==> src/rtl/pwm11_duty_meas.sv <==
// PWM duty/period meter: synchronizes PWM_sig, counts clocks per rising-to-rising
// period and clocks spent high, and reports the last complete period. If no
// rising edge arrives within TIMEOUT clocks, it reports a stuck input once and
// then waits silently for the waveform to resume.
module pwm11_duty_meas #(
  parameter logic [11:0] TIMEOUT = 12'd3000
) (
  input  logic        clk,
  input  logic        rst_n,
  input  logic        PWM_sig,
  output logic [10:0] duty,
  output logic [11:0] period,
  output logic        vld,
  output logic        stuck
);

  typedef enum logic [1:0] {
    IDLE,
    MEAS,
    STUCK
  } state_t;

  state_t      state, state_nxt;
  logic        sync1, synced, prev;
  logic        rise;
  logic [11:0] per_cnt, high_cnt;
  logic        meas_upd, stuck_upd;

  assign rise = synced & ~prev;

  // Two-flop synchronizer plus a history flop for rising-edge detection
  always_ff @(posedge clk or negedge rst_n) begin
    if (!rst_n) begin
      sync1  <= 1'b0;
      synced <= 1'b0;
      prev   <= 1'b0;
    end else begin
      sync1  <= PWM_sig;
      synced <= sync1;
      prev   <= synced;
    end
  end

  // State register
  always_ff @(posedge clk or negedge rst_n) begin
    if (!rst_n) state <= IDLE;
    else        state <= state_nxt;
  end

  // Next-state and update strobes; a rise always wins over the timeout
  always_comb begin
    state_nxt = state;
    meas_upd  = 1'b0;
    stuck_upd = 1'b0;
    case (state)
      IDLE: begin
        if (rise) begin
          state_nxt = MEAS;
        end else if (per_cnt == TIMEOUT) begin
          state_nxt = STUCK;
          stuck_upd = 1'b1;
        end
      end
      MEAS: begin
        if (rise) begin
          meas_upd = 1'b1;
        end else if (per_cnt == TIMEOUT) begin
          state_nxt = STUCK;
          stuck_upd = 1'b1;
        end
      end
      STUCK: begin
        if (rise) state_nxt = MEAS;
      end
      default: state_nxt = IDLE;
    endcase
  end

  // Period and high-time counters; frozen once the input is declared stuck
  always_ff @(posedge clk or negedge rst_n) begin
    if (!rst_n) begin
      per_cnt  <= '0;
      high_cnt <= '0;
    end else if (rise) begin
      per_cnt  <= 12'd1;
      high_cnt <= 12'd1;
    end else if (state != STUCK && !stuck_upd) begin
      per_cnt  <= per_cnt + 12'd1;
      high_cnt <= high_cnt + {11'd0, synced};
    end
  end

  // Result registers, written only together with the vld strobe
  always_ff @(posedge clk or negedge rst_n) begin
    if (!rst_n) begin
      duty   <= '0;
      period <= '0;
      stuck  <= 1'b0;
      vld    <= 1'b0;
    end else begin
      vld <= meas_upd | stuck_upd;
      if (meas_upd) begin
        duty   <= high_cnt[11] ? 11'h7FF : high_cnt[10:0];
        period <= per_cnt;
        stuck  <= 1'b0;
      end else if (stuck_upd) begin
        duty   <= synced ? 11'h7FF : 11'h000;
        period <= 12'hFFF;
        stuck  <= 1'b1;
      end
    end
  end

endmodule

==> config.mk <==
export PLATFORM = sky130hd
export DESIGN_NAME = pwm11_duty_meas
export DESIGN_NICKNAME = d
export VERILOG_FILES = /design/src/rtl/pwm11_duty_meas.sv
export SDC_FILE = /design/constraint.sdc
export NUM_CORES = 1
export LEC_CHECK = 0
export ABC_AREA = 1
export CAP_MARGIN = 20
export CORE_MARGIN = 5
export CORE_UTILIZATION = 32
export DETAILED_ROUTE_END_ITERATION = 8
export PLACE_DENSITY_LB_ADDON = 0.1
export SLEW_MARGIN = 20
export SYNTH_ARGS = -nofsm -noshare
export SYNTH_HDL_FRONTEND = slang
export SYNTH_SLANG_ARGS = --single-unit
==> constraint.sdc <==
create_clock -name clk -period 2.5 [get_ports clk]
set_input_delay 0.25 -clock clk [delete_from_list [all_inputs] [get_ports clk]]
set_output_delay 0.25 -clock clk [all_outputs]
set_load 0.05 [all_outputs]
==> impl_metrics.tcl <==
set metrics [dict create \
    drv_cap 0 \
    fp.coreArea_mm2 0.00859 \
    rr_worst_depth 7 \
    hold_viol 0 \
    clockBufferDepth 2 \
    p_per_area_mw_per_mm2 739 \
    detail_route.first_pass.iterations 4 \
    ios 28 \
    fin_crit_ps 1970 \
    synth-adder-area-share 0.0181 \
    layout.cells.non_filler 496 \
    avgViaCountPerCell 4.50 \
    overflow 0 \
    slew_headroom 0.558 \
    seq_area_frac_synth 0.488 \
    grt_usage 0.128 \
    yosys_warnings 0 \
    antenna_left 0 \
    dp.cells 487 \
    num-nets-final 394 \
    yosysTopAreaCellShare 0.488 \
    utilization 0.376 \
    grt_pass1_wl_um 10700 \
    p_leak_nw 1.50 \
    whs_ps 363 \
    htreeDepth 2 \
    syn_area_mm2 0.00277 \
    cp_max_fo 11 \
    drv_slew 0 \
    synth_top_area_cell "dfrtp_1" \
    rows 34 \
    syn_nets 368 \
    status "complete, no violations" \
    numCtsBuffers 5 \
    period_share 0.789 \
    drive_gt1_frac 0.0644 \
    drt_wl_total_um 6070 \
    drtIter0Drc 97 \
    initial_utilization 0.322 \
    post_cts.repair.setup_buffers 0 \
    layout_commonest_cell "nand2_1" \
    synth_xor_area_frac 0.0222 \
    clock.fmax_mhz 507 \
    r2r-end "duty[6]" \
    worst_setup_path_start_kind "flop" \
    avgSynthCellArea_um2 7.67 \
    ys_types 25 \
    tns_ps 0 \
    grt_pass1_vias 2159 \
    fp.dieH_um 103 \
    hold_path.class "reg -> reg" \
    cts_tree "yes" \
    required_ps 2750 \
    antenna_found_initial 0 \
    synthTopCellsByArea "dfrtp_1 49%, nand2_1 13%, nor2_1 11%" \
    setup-violations-final 0 \
    cp-endpoint "duty[6]" \
    nFillCells 932 \
    fin_skew_ps 6.43 \
    final_cell_mix "97 x nand2_1, 81 x nor2_1, 54 x dfrtp_1" \
    grt_max_degree 38 \
    synthCells 361 \
    worst_slew_pin_slew_ps 663 \
    arrival_ps 2220 \
    r2r_slack_ps 530 \
    die_x_um 103 \
    synth_top_family_by_area "simple AND/OR/NAND/NOR gates" \
    design.die.area_mm2 0.0106 \
    ir_worst_vdd_mv 0.265 \
    synth_compound_area_frac 0.0529 \
    gp_congestion 0.803 \
    setup.worst_path.start "synced" \
    clk_transition_reported_paths_ps 90 \
    num_vias 2230 \
    crit_type "reg -> reg" \
    io_buffer_count 27 \
    syn2layout_area_growth_pct 16.7 \
    hpwl_um 4420 \
    ys_ff_latch 54 \
    muxShareOfSynthArea 0 \
    avgRoutedWirePerCell_um 12.2 \
    clock-sinks 54 \
    diodes 0 \
    r2r_start "synced" \
    synth-simple-area-share 0.338 \
    drc 0 \
    clk_latency_ps 310 \
    cts_root_buffer "clkbuf_8" \
    rsz0062_at_grt "false" \
    setup.worst_path.end_class "flop" \
]
[logic make-up (layout without fill, tap and decap cells)]
family / Yosys count / count (layout)
buf+inv: 45 / 72
xor+xnor: 7 / 7
flops: 54 / 54
compound gates: 28 / 28
fa+ha+maj: 4 / 4
simple gates: 223 / 223
[registers in the layout, indices dropped and copies added (netlist names)]
name	flops
duty	11
prev	1
high_cnt	12
stuck	1
sync1	1
period	12
vld	1
state	2
synced	1
per_cnt	12
[power by group]
group | total (mW) | leakage, nW | switching [mW] | internal, mW
clock | 0.587 | 0.0579 | 0.291 | 0.295
sequential | 1.11 | 0.700 | 0.117 | 0.993
combinational | 0.691 | 0.739 | 0.458 | 0.233
total | 2.39 | 1.50 | 0.866 | 1.52
[through the flow]
| step | power [mW] | worst slack, ps | instance area [um2] |
|---|---|---|---|
| final | 2.39 | 528 | 3230 |
| after global routing | 2.53 | 253 | 3230 |
| after CTS | 2.43 | 506 | 3230 |
| after detailed placement | 1.82 | 529 | 3110 |
| after global placement | 1.82 | 549 | 3110 |
| after floorplan | 1.58 | 1000 | 2770 |
[how the worst min path moves through the flow]
stage | startpoint | to | slack (ps) | cells past startpoint
after global placement | rst_n | period[9] | 320 | 1
after global routing | PWM_sig | sync1 | 370 | 1
after detailed placement | rst_n | period[9] | 340 | 1
final | sync1 | synced | 360 | 0
after floorplan | rst_n | duty[0] | -50 | 0
after CTS | sync1 | synced | 360 | 0
[layer usage]
metal | global-route usage | vias up | part of all wire
met5 | 0 | - | 0
met4 | 0.0359 | 0 | 0.013
li1 | - | 1180 | -
met1 | 0.193 | 1012 | 0.54
met2 | 0.185 | 33 | 0.41
met3 | 0.0244 | 5 | 0.037
[timing repair]
action                                 CTS  global route
endpoints found under the hold margin   11             0
resized for setup                        0             0
setup endpoints to repair                0             0
hold buffers                             1             0
[synthesized netlist by cell type (all sizes together)]
master,count
xor2,6
a21oi,6
nor2,84
dfrtp,54
nand4,7
buf,11
a2bb2oi,1
nand3,30
ha,4
nand3b,1
clkbuf,3
inv,31
nand2,101
o21ai,20
xnor2,1
a21boi,1
[worst max-delay path, stage by stage (launching register included)]
cell and delay (ps):
dfrtp_1 410, nand2_1 350, inv_2 160, nand2_1 290, nand2_1 120, nor2_2 390, nor2_1 110, nand2_1 90
[cell type report]
class / count / area (um2) / area share
Inverter: 31 / 116 / 0.0360
Multi-Input combinational cell: 262 / 1190 / 0.369
Timing Repair Buffer: 33 / 325 / 0.101
Clock inverter: 3 / 40.0 / 0.0124
Sequential cell: 54 / 1350 / 0.418
Tap cell: 108 / 135 / 0.0418
Clock buffer: 5 / 68.8 / 0.0213
Note: power is estimated with default switching activity, not from simulation.
